$ cat src/rtl/game_clock_timer_pkg.sv
// Shared definitions for the match countdown timer: state encodings, digit
// width, the packed time record and the one-second BCD decrement helpers.
package game_clock_timer_pkg;

    localparam int DIGIT_W = 4;

    typedef enum logic [1:0] {
        ST_IDLE    = 2'd0,
        ST_RUN     = 2'd1,
        ST_PAUSED  = 2'd2,
        ST_EXPIRED = 2'd3
    } state_e;

    typedef struct packed {
        logic [DIGIT_W-1:0] m;
        logic [DIGIT_W-1:0] s10;
        logic [DIGIT_W-1:0] s1;
    } game_time_t;

    // True when the time reads 0:00.
    function automatic logic time_is_zero(input game_time_t t);
        return (t.m == 4'd0) && (t.s10 == 4'd0) && (t.s1 == 4'd0);
    endfunction

    // Subtract one second in BCD; 0:00 saturates so the clock never underflows.
    function automatic game_time_t bcd_dec(input game_time_t t);
        game_time_t r;
        r = t;
        if (time_is_zero(t)) begin
            r = t;
        end else if (t.s1 != 4'd0) begin
            r.s1 = t.s1 - 4'd1;
        end else begin
            r.s1 = 4'd9;
            if (t.s10 != 4'd0) begin
                r.s10 = t.s10 - 4'd1;
            end else begin
                r.s10 = 4'd5;
                r.m   = t.m - 4'd1;
            end
        end
        return r;
    endfunction

endpackage

$ cat src/rtl/game_clock_timer_tick_divider.sv
// Prescaler for the game clock: counts system clocks while enabled and emits
// a one-cycle tick on the last cycle of each displayed second.
module tick_divider #(
    parameter int CLK_HZ = 50_000_000
) (
    input  logic clock,
    input  logic ctrl_reset,
    input  logic enable,
    input  logic clear,
    output logic tick
);

    localparam int CNT_W = (CLK_HZ > 1) ? $clog2(CLK_HZ) : 1;
    localparam logic [CNT_W-1:0] LAST = CNT_W'(CLK_HZ - 1);

    logic [CNT_W-1:0] cnt_q;

    assign tick = enable && (cnt_q == LAST);

    // Advance the partial-second count while enabled; hold it otherwise so a
    // pause keeps the fraction of the current second.
    always_ff @(posedge clock) begin
        if (ctrl_reset) begin
            cnt_q <= '0;
        end else if (clear) begin
            cnt_q <= '0;
        end else if (enable) begin
            if (tick) begin
                cnt_q <= '0;
            end else begin
                cnt_q <= cnt_q + {{(CNT_W-1){1'b0}}, 1'b1};
            end
        end else begin
            cnt_q <= cnt_q;
        end
    end

endmodule

$ cat src/rtl/game_clock_timer.sv
// Match countdown timer. Counts M:SS down at one second per CLK_HZ clocks,
// controlled by start/pause pulses, and pulses expired on reaching 0:00.
module game_clock_timer
    import game_clock_timer_pkg::*;
#(
    parameter int CLK_HZ    = 50_000_000,
    parameter int START_MIN = 3,
    parameter int START_S10 = 0,
    parameter int START_S1  = 0
) (
    input  logic        clock,
    input  logic        ctrl_reset,
    input  logic        start,
    input  logic        pause,
    output logic [31:0] m,
    output logic [31:0] s10,
    output logic [31:0] s1,
    output logic        running,
    output logic        expired
);

    localparam game_time_t PRESET = '{
        m:   DIGIT_W'(START_MIN),
        s10: DIGIT_W'(START_S10),
        s1:  DIGIT_W'(START_S1)
    };

    state_e     state_q;
    game_time_t time_q;
    game_time_t time_dec_d;
    logic       expired_q;
    logic       start_only_s;
    logic       pause_only_s;
    logic       reload_s;
    logic       tick_s;

    // Simultaneous start and pause cancel each other out.
    assign start_only_s = start && !pause;
    assign pause_only_s = pause && !start;
    assign reload_s     = start_only_s && ((state_q == ST_IDLE) || (state_q == ST_EXPIRED));

    tick_divider #(
        .CLK_HZ (CLK_HZ)
    ) u_tick_divider (
        .clock      (clock),
        .ctrl_reset (ctrl_reset),
        .enable     (state_q == ST_RUN),
        .clear      (reload_s),
        .tick       (tick_s)
    );

    // Next time value should the current cycle carry a tick.
    always_comb begin
        time_dec_d = bcd_dec(time_q);
    end

    // Control FSM: state, displayed time and the one-cycle expiry pulse.
    always_ff @(posedge clock) begin
        if (ctrl_reset) begin
            state_q   <= ST_IDLE;
            time_q    <= PRESET;
            expired_q <= 1'b0;
        end else begin
            expired_q <= 1'b0;
            case (state_q)
                ST_IDLE, ST_EXPIRED: begin
                    if (start_only_s) begin
                        time_q <= PRESET;
                        if (time_is_zero(PRESET)) begin
                            state_q   <= ST_EXPIRED;
                            expired_q <= 1'b1;
                        end else begin
                            state_q <= ST_RUN;
                        end
                    end
                end
                ST_RUN: begin
                    if (tick_s) begin
                        time_q <= time_dec_d;
                    end
                    // Expiry wins over a pause landing on the final tick.
                    if (tick_s && time_is_zero(time_dec_d)) begin
                        state_q   <= ST_EXPIRED;
                        expired_q <= 1'b1;
                    end else if (pause_only_s) begin
                        state_q <= ST_PAUSED;
                    end
                end
                ST_PAUSED: begin
                    if (start_only_s) begin
                        state_q <= ST_RUN;
                    end
                end
                default: begin
                    state_q <= ST_IDLE;
                end
            endcase
        end
    end

    assign m       = {28'd0, time_q.m};
    assign s10     = {28'd0, time_q.s10};
    assign s1      = {28'd0, time_q.s1};
    assign running = (state_q == ST_RUN);
    assign expired = expired_q;

endmodule

$ cat config.mk
export PLATFORM = sky130hd
export DESIGN_NAME = game_clock_timer
export DESIGN_NICKNAME = d
export VERILOG_FILES = /design/src/rtl/game_clock_timer_pkg.sv /design/src/rtl/game_clock_timer_tick_divider.sv /design/src/rtl/game_clock_timer.sv
export SDC_FILE = /design/constraint.sdc
export NUM_CORES = 1
export LEC_CHECK = 0
export CORE_UTILIZATION = 45
export DETAILED_ROUTE_END_ITERATION = 12
export DONT_BUFFER_PORTS = 1
export HOLD_SLACK_MARGIN = 0.08
export PLACE_DENSITY = 0.64
export SLEW_MARGIN = 20
export SYNTH_ARGS = -nofsm -noshare
export SYNTH_HDL_FRONTEND = slang
export SYNTH_SLANG_ARGS = --single-unit
$ cat constraint.sdc
create_clock -name clock -period 6.4 [get_ports clock]
set_input_delay 0.64 -clock clock [delete_from_list [all_inputs] [get_ports clock]]
set_output_delay 0.64 -clock clock [all_outputs]
set_load 0.02 [all_outputs]
==> impl_metrics.toml, run 1 <==
[synthesis]
netlist_area_mm2 = 0.002780
ys_types = 51
synth_seq_cells = 41
ys_seq_area_share_pct = 29.52
yosysTopAreaCellShare_pct = 29.52
yosysWarnings = 0
ys_async_sr_fraction_pct = 0
synth_edf_count = 0
synthFlopType = "dfxtp_1"
synth_area_leaders = "dfxtp_1, buf_4, xor2_1"
synth_area_leader_cell = "dfxtp_1"
synth.avg_cell_area_um2 = 8.299
postSynthCellCount = 335

[placement]
dp_cells = 402
gp_congestion = 0.8767
dp_hpwl_mm = 3.436
placed_cell_area_mm2 = 0.002527
io_buffer_count = 0

[finish]
multi_input_area_mm2 = 0.001589
fill_cells = 619
utilization_pct = 43.99
syn2layout_area_growth_pct = -5.761
diodes = 0
regArea_um2 = 820.8
stdcell_area_mm2 = 0.002620
drive_gt1_share_pct = 5.689
final_nets = 343
fin_cells = 409

[floorplanning]
num_rows = 28
core_area_mm2 = 0.005956
die_area_mm2 = 0.006496
io_pins = 102
fp.dieW_um = 80.60
initial_core_util_pct = 46.68
fp.dieH_um = 80.60

[power_and_ir_drop]
p_leak_nw = 1.040
p_int_mw = 0.3532
combinationalPowerShare_pct = 15.2
swShare_pct = 30.19
power_frac_seq_pct = 51.1
p_sw_mw = 0.1527
max-vdd-ir-drop_uv = 143.4
clockPowerShare_pct = 33.7
powerDensity_mw_per_mm2 = 193.1

[worst_setup_path]
path_cells = "inv_1 -> ha_1 -> nand4_1 -> nor4_2 -> nand4_1 -> xor2_1 -> nor2_1"
startpoint_type = "register"
worst_ep_required_time_ns = 6.54
critical_path.most_common_cell = "nand4_1"
crit_arrival_ns = 2.98
path_max_fanout = 22
worst-setup-path-type = "register to register"
endpoint_kind = "register"
slowest_delay_ns = 0.74
worst_path_max_delay_cell = "ha_1"
r2r_setup_slack_ns = 3.56

[timing]
rsz0062_at_grt = "false"
fin_skew_ns = 0.009362
hold_viol_final = 0
finalCriticalPeriod_ns = 2.836
setup_viol = 0
final.setup.tns_ns = 0
final_max_slew_viol_count = 0
period_share_pct = 44.32
worst-slew-pin-transition_ns = 0.8881
hold-worst-slack_ns = 0.4049
relSlewSlack_pct = 40.77
clock.fmax_ghz = 0.3526

[clock_tree]
clockRootBuffer = "clkbuf_8"
clk_path_buf_depth = 2
post_cts_resized = 0
htreeDepth = 2
cts.sinks = 41
cts_setup_buffers = 0
clk-insertion-delay-late_ns = 0.29
numCtsBuffers = 5
hold_buffers = 0
cts_tree = "done"
cts.clk_slew.worst_paths_ns = 0.08

[grt]
grt_pass1_wl_mm = 7.590
antenna_found_initial = 0
grt.total_usage_pct = 14.88
gr-total-overflow = 0
grt_pass1_vias = 1645
grt_max_degree = 26

[route]
vias = 1980
drc = 0
ant_nets = 0
first_pass_iters = 4
drtIter0Drc = 69
routed_wl_mm = 4.711
viasPerCell = 4.841
wl_per_cell_um = 11.52

[flow_run]
max_cap_violations = 0

[outcome]
status = "finished clean"

[min_path]
hold_class = "input pin to register"
-- final timing paths --
path,start,endpoint,depth (start not counted)
setup / recovery,state_q[1],u_tick_divider.cnt_q[15],7
hold / removal,ctrl_reset,s10[2],1
setup reg to reg,state_q[1],u_tick_divider.cnt_q[15],7
hold reg to reg,u_tick_divider.cnt_q[25],u_tick_divider.cnt_q[25],2
-- through the flow --
step	power [mW]	worst slack, ns
6_report	0.5059	3.564
3_5_place_dp	0.3405	3.303
4_1_cts	0.5110	3.294
3_3_place_gp	0.3406	3.333
5_1_grt	0.5305	3.343
2_1_floorplan	0.3753	4.197
-- cells in the mapped netlist (all sizes together) (6+ instances only) --
cell / instances
nor2: 35
xnor2: 8
o21ai: 6
dfxtp: 41
a21oi: 10
nand4: 12
nor3: 7
xor2: 17
inv: 6
nand3: 17
nand2: 18
buf: 89
-- cell families after synthesis --
group,count (synthesis),share of synthesized area (%)
simple gates,125,25.47
flops,41,29.52
xor+xnor,25,7.876
mux,4,1.440
compound gates,36,8.552
buf+inv,98,24.75
other cells,1,0.1349
fa+ha+maj,5,2.250
-- cells in the final DEF, fill, tap and decap left out, drive strengths merged, types with 2 or more instances in the layout --
master   synthesis  routed
a2bb2oi          2       2
nand2           18      18
xor2            17      17
xnor2            8       8
ha               5       5
nor4             5       5
nand4           12      12
a31oi            5       5
o211ai           2       2
nor3             7       7
and4             2       2
inv              6       6
clkbuf           3       7
or4b             3       3
dfxtp           41      41
nand2b           5       5
nor2            35      35
conb             1      84
or2              3       3
nor2b            3       3
nand3           17      17
a21oi           10      10
nand3b           2       2
and3             3       3
mux2i            4       4
or4              4       4
o21ai            6       6
-- layout make-up --
cell class              count  share of cell area [%]
clock buffers               7                   3.295
multi-input cells         279                   60.65
repair buffers              1                  0.2865
well taps                  75                   3.582
flip-flops and latches     41                   31.33
inverters                   6                  0.8596
-- state kept, by name, summed over array words and instances, names as in the netlist --
signal,flops
u_tick_divider.cnt_q,26
m,4
s10,4
s1,4
state_q,2
expired,1
-- power groups by stage --
stage	clock network, mW	logic [mW]	registers (mW)
final	0.170	0.0768	0.259
after global routing	0.186	0.0854	0.259
after CTS	0.176	0.0761	0.259
after detailed placement	0	0.0759	0.265
after global placement	0	0.0762	0.264
after floorplan	0	0.111	0.264
-- worst max-delay path: cells and delay by family (launching register included) --
family	cells	cell delay [ns]
buf+inv	1	0.09
fa+ha+maj	1	0.74
xor+xnor	1	0.16
simple gates	4	1.36
flops	1	0.34
-- metal layers --
metal / share of wire [%] / GRT usage, %
met2: 49 / 24.58
met4: 1.4 / 5.179
met3: 4.7 / 3.977
met1: 45 / 18.45
met5: 0 / 0
(Power assumes the default switching activity.)
==> run 2, diff against run 1 <==
==> constraint.sdc (replaced) <==
create_clock -name clock -period 2.7 [get_ports clock]
set_input_delay 0.27 -clock clock [delete_from_list [all_inputs] [get_ports clock]]
set_output_delay 0.27 -clock clock [all_outputs]
set_load 0.02 [all_outputs]
==> run 2 against run 1 <==
Hold slack got worse by 0.32 ns. First-iteration DRC count increased by 55%. Non-clock buffer count increased by 9. Via count increased by 4.6%. Utilization increased by 1.6 points. Cell area increased by 3.6%. Sequential power increased by 140%. Sequential share of layout area decreased by 1.1 points. Count of clock-buffer cells in the layout unchanged. Critical endpoint is now state_q[1]. Largest cell class unchanged.
==> impl_metrics.toml, run 2 (synthesis results as in run 1) <==
[route]
drtIter0Drc = 107
first_pass_iters = 4
drc = 0
wl_per_cell_um = 11.95
viasPerCell = 4.943
vias = 2071
ant_nets = 0
routed_wl_mm = 5.005

[finish]
fill_cells = 627
final_common_cell = "conb_1"
mostFrequentLayoutCells = "conb_1, dfxtp_1, nor2_1"
syn2layout_area_growth_pct = -2.385
regArea_um2 = 820.8
final_nets = 352
diodes = 0
drive_gt1_share_pct = 7.849
top_register = "u_tick_divider.cnt_q"
multi_input_area_mm2 = 0.001583
largest_reg_flops = 26

[grt]
grt_pass1_vias = 1725
grt_max_degree = 26
grt.total_usage_pct = 15.89
antenna_found_initial = 0
gr-total-overflow = 0
grt_pass1_wl_mm = 8.017

[floorplanning]
num_rows = 28
die_area_mm2 = 0.006496
fp.dieH_um = 80.60
io_pins = 102
fp.dieW_um = 80.60
core_area_mm2 = 0.005956
initial_core_util_pct = 46.68

[worst_setup_path]
endpoint_kind = "register"
critical-path-top-delay-family = "simple AND/OR/NAND/NOR gates"
path_cells = "inv_1 -> ha_1 -> or3b_2 -> or4_1 -> a2111o_1 -> a31oi_1"
crit_arrival_ns = 2.61
worst-setup-path-type = "register to register"
worst_ep_required_time_ns = 2.92
path_buf_inv = 1
startpoint_type = "register"
path_max_fanout = 5
slowest_delay_ns = 0.49
worst_path_max_delay_cell = "or3b_2"

[timing]
clock.fmax_ghz = 0.4192
finalCriticalPeriod_ns = 2.386
setup_viol = 0
final.setup.tns_ns = 0
fin_skew_ns = 0.007264
final_max_slew_viol_count = 0
rsz0062_at_grt = "false"
hold_viol_final = 0
period_share_pct = 88.36

[outcome]
status = "finished clean"

[clock_tree]
clk_path_buf_depth = 2
clk-insertion-delay-late_ns = 0.29
cts.clk_slew.worst_paths_ns = 0.08
numCtsBuffers = 5
cts.sinks = 41
htreeDepth = 2
cts_tree = "done"
clockRootBuffer = "clkbuf_8"
cts_setup_buffers = 0

[placement]
gp_congestion = 0.8767
dp_hpwl_mm = 3.626
io_buffer_count = 0

[power_and_ir_drop]
p_leak_nw = 1.100
max-vdd-ir-drop_uv = 292.0
p_total_mw = 1.326
powerDensity_mw_per_mm2 = 488.4

[min_path]
hold_class = "input pin to register"

[flow_run]
max_cap_violations = 0
==> run 2: cell count changes in the layout (fill, tap and decap cells not counted) <==
cell           change
dlygate4sd3_1      +1
bufinv_16          +1
nor4_1             +1
nor4_2             -1
buf_4              +8
==> run 2: cell type report <==
type	count	share of cell area [%]
clock buffers	7	3.181
flip-flops and latches	41	30.24
inverters	6	0.8299
repair buffers	10	2.858
clock inverters	1	1.107
well taps	75	3.458
multi-input cells	279	58.32
==> run 2: metal layers <==
metal	GRT usage [%]	share of wire, %	up-vias	routed length [µm]
li1	-	-	1012	-
met1	19.52	45	974	2245
met2	26.44	48	77	2420
met3	4.432	5.5	8	277
met4	5.357	1.2	0	61
met5	0	0	-	0
==> run 2: where the power goes <==
group          total [mW]  internal (mW)  switching (mW)
Combinational       0.196         0.0339           0.162
Clock               0.517          0.302           0.215
Sequential          0.613          0.609         0.00400
Total                1.33          0.944           0.381
==> run 2: timing repair <==
action | 4_1_cts | 5_1_grt
resized for setup | 0 | 0
hold endpoints to repair | 7 | 0
hold buffers | 1 | 0
setup endpoints to repair | 0 | 0
==> run 2: through the flow <==
stage	area (µm²)	worst slack [ns]	utilization (%)	hold slack [ns]	instances
2_1_floorplan	3092	0.4966	-	0.4272	418
3_3_place_gp	2587	0.3963	43.45	0.3428	410
3_5_place_dp	2587	0.3350	43.45	0.3429	410
4_1_cts	2714	0.3259	45.57	0.08140	419
5_1_grt	2714	0.1956	45.57	0.09091	419
6_report	2714	0.3142	45.57	0.08491	419
==> run 2: final timing paths <==
path | slack, ns | from | cells past startpoint | end
worst max-delay path | 0.31 | m[0] | 6 | state_q[1]
worst min-delay path | 0.08 | ctrl_reset | 1 | s1[0]
worst max register to register | 0.31 | m[0] | 6 | state_q[1]
worst min register to register | 0.51 | u_tick_divider.cnt_q[25] | 2 | u_tick_divider.cnt_q[25]
==> run 2: worst reg2reg max path: cells and delay by family (launching register included) <==
family | cells | cell delay [ns]
buffers and inverters | 1 | 0.14
adders and majority gates | 1 | 0.14
DFF | 1 | 0.41
and+or+nand+nor | 2 | 0.96
AOI/OAI and AO/OA | 2 | 0.66
==> run 3, diff against run 2 <==
--- a/config.mk
+++ b/config.mk
@@ -6,10 +6,12 @@
 export NUM_CORES = 1
 export LEC_CHECK = 0
 export CORE_UTILIZATION = 45
+export CTS_CLUSTER_DIAMETER = 200
 export DETAILED_ROUTE_END_ITERATION = 12
 export DONT_BUFFER_PORTS = 1
 export HOLD_SLACK_MARGIN = 0.08
 export PLACE_DENSITY = 0.64
+export SKIP_LAST_GASP = 1
 export SLEW_MARGIN = 20
 export SYNTH_ARGS = -nofsm -noshare
 export SYNTH_HDL_FRONTEND = slang
==> results of run 3 <==
The final DEF is identical to that of run 2; final timing and power are the same.
